--- src/rtl/uart_pkg.sv ---
// Shared UART definitions: FSM state encoding, data width and default baud divider.
// Optional build macro UART_TX_PARITY_EN adds the PARITY state to the encoding.
package uart_pkg;

  localparam int DATA_BITS        = 8;
  localparam int BIT_CNT_W        = $clog2(DATA_BITS);
  localparam int BAUD_DIV_DEFAULT = 104;   // 12 MHz / 115200

  typedef enum logic [2:0] {
    ST_IDLE,
    ST_START,
    ST_DATA,
`ifdef UART_TX_PARITY_EN
    ST_PARITY,
`endif
    ST_STOP
  } uart_state_e;

endpackage

--- src/rtl/baudgen_tx.sv ---
// Bit-period timer for the UART transmitter. Down-counter that emits a one-cycle
// tick every BAUD_DIV cycles while enabled and reloads whenever it is disabled,
// so each frame starts with a full bit period.
module baudgen_tx
  import uart_pkg::*;
#(
  parameter int BAUD_DIV = BAUD_DIV_DEFAULT
) (
  input  logic clk,
  input  logic rst,
  input  logic enable,
  output logic tick
);

  localparam int CNT_W = $clog2(BAUD_DIV);
  localparam logic [CNT_W-1:0] RELOAD = CNT_W'(BAUD_DIV - 1);

  logic [CNT_W-1:0] cnt;

  assign tick = enable && (cnt == '0);

  // Count down to terminal count, reload at each bit boundary and while idle.
  always_ff @(posedge clk) begin
    if (rst) begin
      cnt <= '0;
    end else if (!enable || cnt == '0) begin
      cnt <= RELOAD;
    end else begin
      cnt <= cnt - 1'b1;
    end
  end

endmodule

--- src/rtl/uart_tx.sv ---
// UART transmitter, 8N1, LSB first, BAUD_DIV clk cycles per bit.
// Optional build macro UART_TX_PARITY_EN inserts an even-parity bit before stop (8E1).
//
//   state     | meaning
//   ----------+-----------------------------------------------
//   ST_IDLE   | line high, ready=1, waiting for start
//   ST_START  | start bit (tx=0)
//   ST_DATA   | eight data bits, shift register drives tx
//   ST_PARITY | even parity bit (only with UART_TX_PARITY_EN)
//   ST_STOP   | stop bit (tx=1), then back to idle
module uart_tx
  import uart_pkg::*;
#(
  parameter int BAUD_DIV = BAUD_DIV_DEFAULT
) (
  input  logic       clk,
  input  logic       rst,
  input  logic       start,
  input  logic [7:0] data,
  output logic       ready,
  output logic       tx
);

  localparam logic [BIT_CNT_W-1:0] LAST_BIT = BIT_CNT_W'(DATA_BITS - 1);

  uart_state_e          state;
  logic [DATA_BITS-1:0] shreg;
  logic [BIT_CNT_W-1:0] bit_cnt;
  logic                 tick;
`ifdef UART_TX_PARITY_EN
  logic                 par_bit;
`endif

  baudgen_tx #(.BAUD_DIV(BAUD_DIV)) u_baudgen (
    .clk    (clk),
    .rst    (rst),
    .enable (!ready),
    .tick   (tick)
  );

  // Frame sequencer; tx and ready are flop outputs so the line never glitches.
  always_ff @(posedge clk) begin
    if (rst) begin
      state   <= ST_IDLE;
      tx      <= 1'b1;
      ready   <= 1'b1;
      shreg   <= '0;
      bit_cnt <= '0;
`ifdef UART_TX_PARITY_EN
      par_bit <= 1'b0;
`endif
    end else begin
      case (state)
        ST_IDLE: begin
          if (start) begin
            shreg   <= data;
            bit_cnt <= LAST_BIT;
            tx      <= 1'b0;
            ready   <= 1'b0;
            state   <= ST_START;
`ifdef UART_TX_PARITY_EN
            par_bit <= ^data;
`endif
          end
        end
        ST_START: begin
          if (tick) begin
            tx    <= shreg[0];
            shreg <= shreg >> 1;
            state <= ST_DATA;
          end
        end
        ST_DATA: begin
          if (tick) begin
            if (bit_cnt == '0) begin
`ifdef UART_TX_PARITY_EN
              tx    <= par_bit;
              state <= ST_PARITY;
`else
              tx    <= 1'b1;
              state <= ST_STOP;
`endif
            end else begin
              tx      <= shreg[0];
              shreg   <= shreg >> 1;
              bit_cnt <= bit_cnt - 1'b1;
            end
          end
        end
`ifdef UART_TX_PARITY_EN
        ST_PARITY: begin
          if (tick) begin
            tx    <= 1'b1;
            state <= ST_STOP;
          end
        end
`endif
        ST_STOP: begin
          if (tick) begin
            tx    <= 1'b1;
            ready <= 1'b1;
            state <= ST_IDLE;
          end
        end
        default: begin
          tx    <= 1'b1;
          ready <= 1'b1;
          state <= ST_IDLE;
        end
      endcase
    end
  end

endmodule

--- config.mk ---
export PLATFORM = sky130hd
export DESIGN_NAME = uart_tx
export DESIGN_NICKNAME = d
export VERILOG_FILES = /design/src/rtl/uart_pkg.sv /design/src/rtl/baudgen_tx.sv /design/src/rtl/uart_tx.sv
export SDC_FILE = /design/constraint.sdc
export NUM_CORES = 1
export LEC_CHECK = 0
export CORE_MARGIN = 2
export CORE_UTILIZATION = 55
export DETAILED_ROUTE_END_ITERATION = 7
export GPL_ROUTABILITY_DRIVEN = 0
export PLACE_DENSITY = 0.78
export RECOVER_POWER = 25
export SYNTH_ARGS = -nofsm -noshare
export SYNTH_HDL_FRONTEND = slang
export SYNTH_SLANG_ARGS = --single-unit
--- constraint.sdc ---
create_clock -name clk -period 6.1 [get_ports clk]
set_input_delay 0.915 -clock clk [delete_from_list [all_inputs] [get_ports clk]]
set_output_delay 0.915 -clock clk [all_outputs]
set_load 0.005 [all_outputs]
==> impl_results.md, run 1 <==
- Status: complete, no violations
- Arr. time, crit path: 2560 ps
- # IOs: 13
- Critical path class: input pin to flop
- Fin. Hold Viols: 0
- Post-DR wirelength/cell: 13.4 um
- Max-Cap Viols: 0
- DR iter-0 viols: 14
- Fillers: 199
- Setup crit end kind: flop
- CORE AREA: 2170 um^2
- DRC Markers: 0
- Cts repair resizes: 0
- Post-CTS setup repair buffer count: 0
- WP data required: 6310 ps
- Starting Density: 0.571
- Synthesized flop and latch total: 22
- Worst-path fanout max: 20
- Clk buf depth: 2
- Mapped Cells: 137
- Area grow syn2layout: 11.9%
- Clock sink total: 22
- GRT Total Usage: 0.207
- Clock transition at the registers of the reported paths: 110 ps
- Number of diodes: 0
- Die Width: 51.5 um
- Share of layout cells above drive strength 1: 0.0680
- Most frequent cells in the layout: dfxtp_1 (22), a21oi_1 (14), nor2_1 (12)
- Final ANT Viol Nets: 0
- Sequential fraction of the synthesis area: 0.356
- Port Buffer Count: 12
- Final WL: 2350 um
- Synth top area share: 0.356
- Total grt overflow: 0
- Net count, final: 169
- Final Skew: 2.13 ps
- Measured slew at the worst slew-check pin: 762 ps
- Async SR Flop Fraction: 0
- Die height: 51.5 um
- Leakage: 0.576 nW
- Normalized max-slew margin: 0.491
- CTS H-tree lvls: 1
- Post-detail-place hpwl: 1760 um
- VDD IR-drop max: 0.318 mV
- CP Cell Sequence: dlygate4sd3_1 -> inv_1 -> nand2_1 -> a21oi_1 -> a41o_1
- Initial antenna violation count: 0
- Commonest non-fill, non-tap cell in the layout: dfxtp_1
- Crit-path max cell delay: 1030 ps
- Hold Buf Count CTS: 0
- Row count: 17
- First-pass GRT wire length: 4180 um
- Period minus WS final: 2350 ps
- Vias in the first global route: 1038
- Die area: 2650 um^2
- Min-Delay Path Class: flop to flop
- Achievable Freq: 426 MHz
- TritonCTS Buffers: 3
- Slew Limit Fails: 0
- CTS tree: yes
- Via count: 1016
- Clk Latency, worst-skew pair: 310 ps
- Overall power: 678 uW
- Post-route clock period utilization: 0.385
- Synth area leader: dfxtp_1
- Synthesized area: 1240 um^2
- Main synth FF type: dfxtp_1
- Buf+Inv Stages, Crit Path: 2
- Critical Path Start Type: input pin
- PD cells: 489 nW/um^2
- Top cells by area, synth: dfxtp_1 (36%), ha_1 (9.1%), mux2i_1 (8.1%)
- CP max-delay cell: dlygate4sd3_1
- Delay-heaviest family, CP: buffers and inverters
- Largest net degree at the start of global routing: 21
- Number of flops mapped to enable cells by yosys: 0
- DR pass1 iterations: 2
- Root Driver: clkbuf_4
- Via/cell ratio: 5.81
- Unrepaired setup endpoints after global routing: false
- Final Setup Violations: 0
- Synth Net Count: 157
- Mean Syn Cell Area: 9.04 um^2
- Setup TNS: 0 ps
- Synth Warn #: 0
- Yosys cell types: 32
per-stage QoR:
| stage | utilization | setup WS (ps) | cell area [um^2] | hold slack [ps] | std cells |
|---|---|---|---|---|---|
| final | 0.639 | 3750 | 1390 | 466 | 175 |
| after global routing | 0.639 | 3640 | 1390 | 525 | 175 |
| after global placement | 0.629 | 3560 | 1360 | 455 | 172 |
| after detailed placement | 0.629 | 3500 | 1360 | 450 | 172 |
| after floorplan | - | 4020 | 1240 | 433 | 137 |
| after CTS | 0.639 | 3830 | 1390 | 468 | 175 |
routing by layer:
layer  vias to the layer above  wire [um]  global-route usage
met1                       480       1080               0.247
met4                         0         29              0.0877
met2                        15       1170               0.363
met3                         5         70              0.0351
met5                         -          0                   0
li1                        516          -                   -
layout make-up:
class / count / area, um^2 / area share
flip-flops and latches: 22 / 440 / 0.318
clock buffers: 3 / 22.5 / 0.0162
repair buffers: 13 / 128 / 0.0921
inverters: 9 / 33.8 / 0.0244
multi-input cells: 100 / 727 / 0.524
well taps: 28 / 35.0 / 0.0253
Yosys cell counts (all sizes together), types with 2 or more instances:
library cell,instances
xnor2,3
and3,2
nor2,12
clkbuf,4
mux2i,10
nand2b,2
a21oi,15
nand3,3
ha,9
nand2,10
a311oi,7
inv,9
nor3,5
a211o,2
xor2,2
buf,2
o21ai,2
a211oi,4
nor3b,2
dfxtp,22
final timing paths:
path	slack, ps	from	to	cells after the start
worst max-delay path	3750	rst	shreg[7]	5
worst min-delay path	470	u_baudgen.cnt[0]	u_baudgen.cnt[0]	1
worst max register to register	4120	state[0]	shreg[5]	7
worst min register to register	470	u_baudgen.cnt[0]	u_baudgen.cnt[0]	1
registers in the layout (all words and copies together) (netlist names):
| register | flops |
|---|---|
| shreg | 8 |
| u_baudgen.cnt | 7 |
| bit_cnt | 3 |
| state | 2 |
| ready | 1 |
| tx | 1 |
kinds of logic after synthesis:
| logic type | count (synthesis) | synth area share |
|---|---|---|
| and+or+nand+nor | 41 | 0.171 |
| AOI/OAI and AO/OA | 35 | 0.209 |
| DFF | 22 | 0.356 |
| buffers and inverters | 15 | 0.0576 |
| muxes | 10 | 0.0808 |
| adders and majority gates | 9 | 0.0909 |
| xor gates and xnor gates | 5 | 0.0354 |
report_power, final:
part	switching, mW	internal (mW)	total, mW
registers	0.0380	0.195	0.233
logic	0.208	0.172	0.380
clock network	0.0421	0.0231	0.0651
Power figures use the tool's default switching activity.
==> run 2, diff against run 1 <==
==> constraint.sdc (replaced) <==
create_clock -name clk -period 2.44 [get_ports clk]
set_input_delay 0.366 -clock clk [delete_from_list [all_inputs] [get_ports clk]]
set_output_delay 0.366 -clock clk [all_outputs]
set_load 0.005 [all_outputs]
==> impl_results.md, run 2 (synthesis results as in run 1) <==
- Status: complete, no violations
- Final ANT Viol Nets: 0
- Hold path depth: 1
- Total grt overflow: 0
- TritonCTS Buffers: 3
- CP Cell Sequence: inv_1 -> ha_1 -> nand3b_1 -> nor3b_1 -> buf_4 -> a21oi_1 -> a311oi_1
- CTS tree: yes
- VDD IR-drop max: 0.700 mV
- Port Buffer Count: 12
- Min-delay src: u_baudgen.cnt[0]
- Util after Layout: 0.649
- # IOs: 13
- Grt met1 use: 0.258
- Final Skew: 1.66 ps
- Hold Buf Count CTS: 0
- Achievable Freq: 510 MHz
- Crit path from: state[0]
- Largest net degree at the start of global routing: 17
- Worst-path fanout max: 16
- Final WL: 2500 um
- Min-Delay Path Class: flop to flop
- Overall power: 1.76 mW
- Commonest non-fill, non-tap cell in the layout: dfxtp_1
- Die area: 2650 um^2
- Critical Path Start Type: flop
- First-pass GRT wire length: 4240 um
- Die Width: 51.5 um
- Initial antenna violation count: 0
- Setup TNS: 0 ps
- PD cells: 1250 nW/um^2
- Top reg by flops: shreg
- CP max-delay cell: dfxtp_1
- Post-route clock period utilization: 0.803
- Root Driver: clkbuf_4
- Final Setup Violations: 0
- Max-Cap Viols: 0
- Clk Latency, worst-skew pair: 320 ps
- Critical path class: flop to flop
- Starting Density: 0.571
- CORE AREA: 2170 um^2
- Crit-path max cell delay: 440 ps
- Via count: 1022
- Row count: 17
- FF-to-FF End: shreg[5]
- Share of layout cells above drive strength 1: 0.0805
- Number of diodes: 0
- Slew Limit Fails: 0
- Measured slew at the worst slew-check pin: 570 ps
- DR iter-0 viols: 18
- Normalized max-slew margin: 0.618
- Cts repair resizes: 0
- Worst R2R Setup Slack: 480 ps
- Arr. time, crit path: 2190 ps
- Net count, final: 170
- Reg2Reg Depth: 7
- DRC Markers: 0
- Post-DR wirelength/cell: 14.1 um
- GRT Total Usage: 0.213
- WP data required: 2670 ps
- Setup crit end kind: flop
- Leakage: 0.587 nW
- Met2 Usage GRT: 0.363
- DR pass1 iterations: 4
- Clock transition at the registers of the reported paths: 130 ps
- Period minus WS final: 1960 ps
- Clk buf depth: 2
- Clock sink total: 22
- Fin. Hold Viols: 0
- GRT Max-Usage Layer: met2
- Most frequent cells in the layout: dfxtp_1 (22), a21oi_1 (14), nor2_1 (12)
- Vias in the first global route: 977
- Unrepaired setup endpoints after global routing: false
- Number of flip-flops in the largest register: 8
- Worst Hold Path EP: u_baudgen.cnt[0]
- Post-detail-place hpwl: 1760 um
- CTS H-tree lvls: 1
- Area grow syn2layout: 13.6%
- Global-route met3 utilization: 0.0380
- Worst reg2reg path startpoint: state[0]
- Top Registers: shreg: 8 flops, u_baudgen.cnt: 7 flops, bit_cnt: 3 flops
- Die height: 51.5 um
- Via/cell ratio: 5.77
- Post-CTS setup repair buffer count: 0
-- run 2: metrics by stage --
stage	hold slack [ps]	worst slack (ps)	cell area, um^2	std cells
after floorplan	433	503	1240	137
after global placement	449	622	1370	173
after detailed placement	461	533	1370	173
after CTS	503	486	1410	177
after global routing	514	287	1410	177
final	502	481	1410	177
-- run 2: critical path, delay by kind of cell, from the launching register on --
kind / cells / cell delay (ps)
AOI/OAI and AO/OA: 2 / 380
adders and majority gates: 1 / 360
buffers and inverters: 2 / 330
DFF: 1 / 440
and+or+nand+nor: 2 / 360
-- run 2: how the worst max path moves through the flow --
stage | end | depth (start not counted)
2_1_floorplan | shreg[7] | 7
3_3_place_gp | shreg[5] | 6
3_5_place_dp | shreg[5] | 7
4_1_cts | shreg[5] | 7
5_1_grt | shreg[1] | 7
6_report | shreg[5] | 7
-- run 2: layout make-up --
| type | instances | area, um^2 |
|---|---|---|
| clock buffer | 4 | 36.3 |
| tap | 28 | 35.0 |
| timing repair buffer | 14 | 135 |
| sequential | 22 | 440 |
| multi-input combinational | 100 | 727 |
| fill | 209 | 762 |
| inverter | 9 | 33.8 |
-- run 2: metal layers --
layer / part of all wire / routed length (um) / vias to the layer above
met5: 0 / 0 / -
met4: 0.012 / 29 / 0
met3: 0.032 / 81 / 4
met2: 0.50 / 1240 / 20
met1: 0.46 / 1140 / 481
li1: - / - / 517
-- run 2: where the power goes --
part / switching, mW / total, mW / internal, mW
logic: 0.530 / 0.959 / 0.429
registers: 0.101 / 0.587 / 0.486
clock network: 0.118 / 0.209 / 0.0913
==> run 3, diff against run 2 <==
==> constraint.sdc (replaced) <==
create_clock -name clk -period 2 [get_ports clk]
set_input_delay 0.3 -clock clk [delete_from_list [all_inputs] [get_ports clk]]
set_output_delay 0.3 -clock clk [all_outputs]
set_load 0.005 [all_outputs]
==> impl_results.md, run 3 (synthesis results as in run 1) <==
- Final WL: 2340 um
- Clock sink total: 22
- Slew Limit Fails: 0
- Top reg by flops: shreg
- Post-DR wirelength/cell: 12.9 um
- Normalized max-slew margin: 0.633
- Net count, final: 176
- Achievable Freq: 546 MHz
- Via count: 1049
- Post-route clock period utilization: 0.915
- Clk buf depth: 2
- Worst reg2reg path startpoint: u_baudgen.cnt[0]
- Unrepaired setup endpoints after global routing: false
- Post-placement cell count: 176
- Arr. time, crit path: 2050 ps
- Setup WS pre-CTS: 102 ps
- Status: complete, no violations
- Initial antenna violation count: 0
- Worst-path fanout max: 3
- Die height: 51.5 um
- Worst Hold Path EP: u_baudgen.cnt[0]
- CTS H-tree lvls: 1
- Worst R2R Setup Slack: 170 ps
- Reg2Reg Depth: 6
- First-pass GRT wire length: 3930 um
- Port Buffer Count: 12
- Top Registers: shreg: 8 flops, u_baudgen.cnt: 7 flops, bit_cnt: 3 flops
- Setup crit end kind: flop
- TritonCTS Buffers: 3
- FF-to-FF End: bit_cnt[1]
- Clock transition at the registers of the reported paths: 120 ps
- Number of diodes: 0
- WP data required: 2220 ps
- Share of layout cells above drive strength 1: 0.104
- Via/cell ratio: 5.76
- Post-detail-place hpwl: 1720 um
- VDD IR-drop max: 0.955 mV
- Vias in the first global route: 935
- CORE AREA: 2170 um^2
- Most frequent cells in the layout: dfxtp_1 (21), a21oi_1 (14), nor2_1 (12)
- Critical path class: flop to flop
- Min-Delay Path Class: flop to flop
- Util after Layout: 0.659
- Root Driver: clkbuf_4
- Total grt overflow: 0
- GRT Total Usage: 0.194
- Leakage: 0.604 nW
- DR iter-0 viols: 19
- Clk Latency, worst-skew pair: 300 ps
- Die area: 2650 um^2
- Fillers: 204
- Critical Path Start Type: flop
- Setup TNS: 0 ps
- Number of flip-flops in the largest register: 8
- Setup ws final: 169 ps
- Hold Buf Count CTS: 0
- Final Setup Violations: 0
- Overall power: 2.15 mW
- Largest net degree at the start of global routing: 17
- CTS tree: yes
- Fin. Hold Viols: 0
- DRC Markers: 0
- Hold path depth: 1
- Measured slew at the worst slew-check pin: 545 ps
- Row count: 17
- Period minus WS final: 1830 ps
- # IOs: 13
- Post-Layout Cell Count: 182
- PD cells: 1500 nW/um^2
- Final ANT Viol Nets: 0
- Die Width: 51.5 um
- Commonest non-fill, non-tap cell in the layout: dfxtp_1
- Final Skew: 7.65 ps
- Area grow syn2layout: 15.5%
- DR pass1 iterations: 4
- Min-delay src: u_baudgen.cnt[0]
- Max-Cap Viols: 0
- Starting Density: 0.571
## run 3: cell count changes in the layout (fill, tap and decap cells not counted)
cell / change
buf_4: +5
clkbuf_1: +1
clkbuf_8: -1
dfxtp_1: -1
dfxtp_2: +1
nor4_1: +1
nor4_2: -1
## run 3: area by class of cell
cell class	count	area, um^2	area share
inverter	9	33.8	0.0236
multi-input combinational	100	721	0.504
clock buffer	3	22.5	0.0157
timing repair buffer	20	176	0.123
tap	28	35.0	0.0245
sequential	22	442	0.309
## run 3: worst max path at each step
stage                      from    endpoint  slack [ps]
3_3_place_gp   u_baudgen.cnt[0]    shreg[3]         250
4_1_cts        u_baudgen.cnt[0]    shreg[5]          90
6_report       u_baudgen.cnt[0]  bit_cnt[1]         170
2_1_floorplan          state[0]    shreg[7]          60
3_5_place_dp   u_baudgen.cnt[0]    shreg[5]         100
5_1_grt                state[0]    shreg[5]           6
## run 3: routing by layer
layer | track usage | share of wire | up-vias | routed length [um]
met1 | 0.258 | 0.51 | 505 | 1200
met5 | 0 | 0 | - | 0
met2 | 0.314 | 0.45 | 12 | 1060
li1 | - | - | 528 | -
met4 | 0.0658 | 0.014 | 0 | 32
met3 | 0.0351 | 0.023 | 4 | 55
## run 3: repair_timing
action / 4_1_cts / 5_1_grt
setup buffers: 0 / 3
hold endpoints to repair: 0 / 0
resized for setup: 0 / 1
setup endpoints to repair: 0 / 2
## run 3: power by group
| part | switching [mW] | internal (mW) |
|---|---|---|
| combinational | 0.650 | 0.593 |
| sequential | 0.116 | 0.596 |
| clock | 0.123 | 0.0702 |
## run 3: per-stage QoR
stage          hold slack [ps]  cell area, um^2
4_1_cts                    487             1420
3_5_place_dp               470             1390
2_1_floorplan              433             1240
3_3_place_gp               442             1390
5_1_grt                    509             1430
6_report                   488             1430
## run 3: critical path, cell delays in order, from the launching register on
cell,delay [ps]
dfxtp_1,350
inv_1,80
ha_1,180
nor3b_1,330
nand3_1,230
a211o_1,350
a211oi_1,230
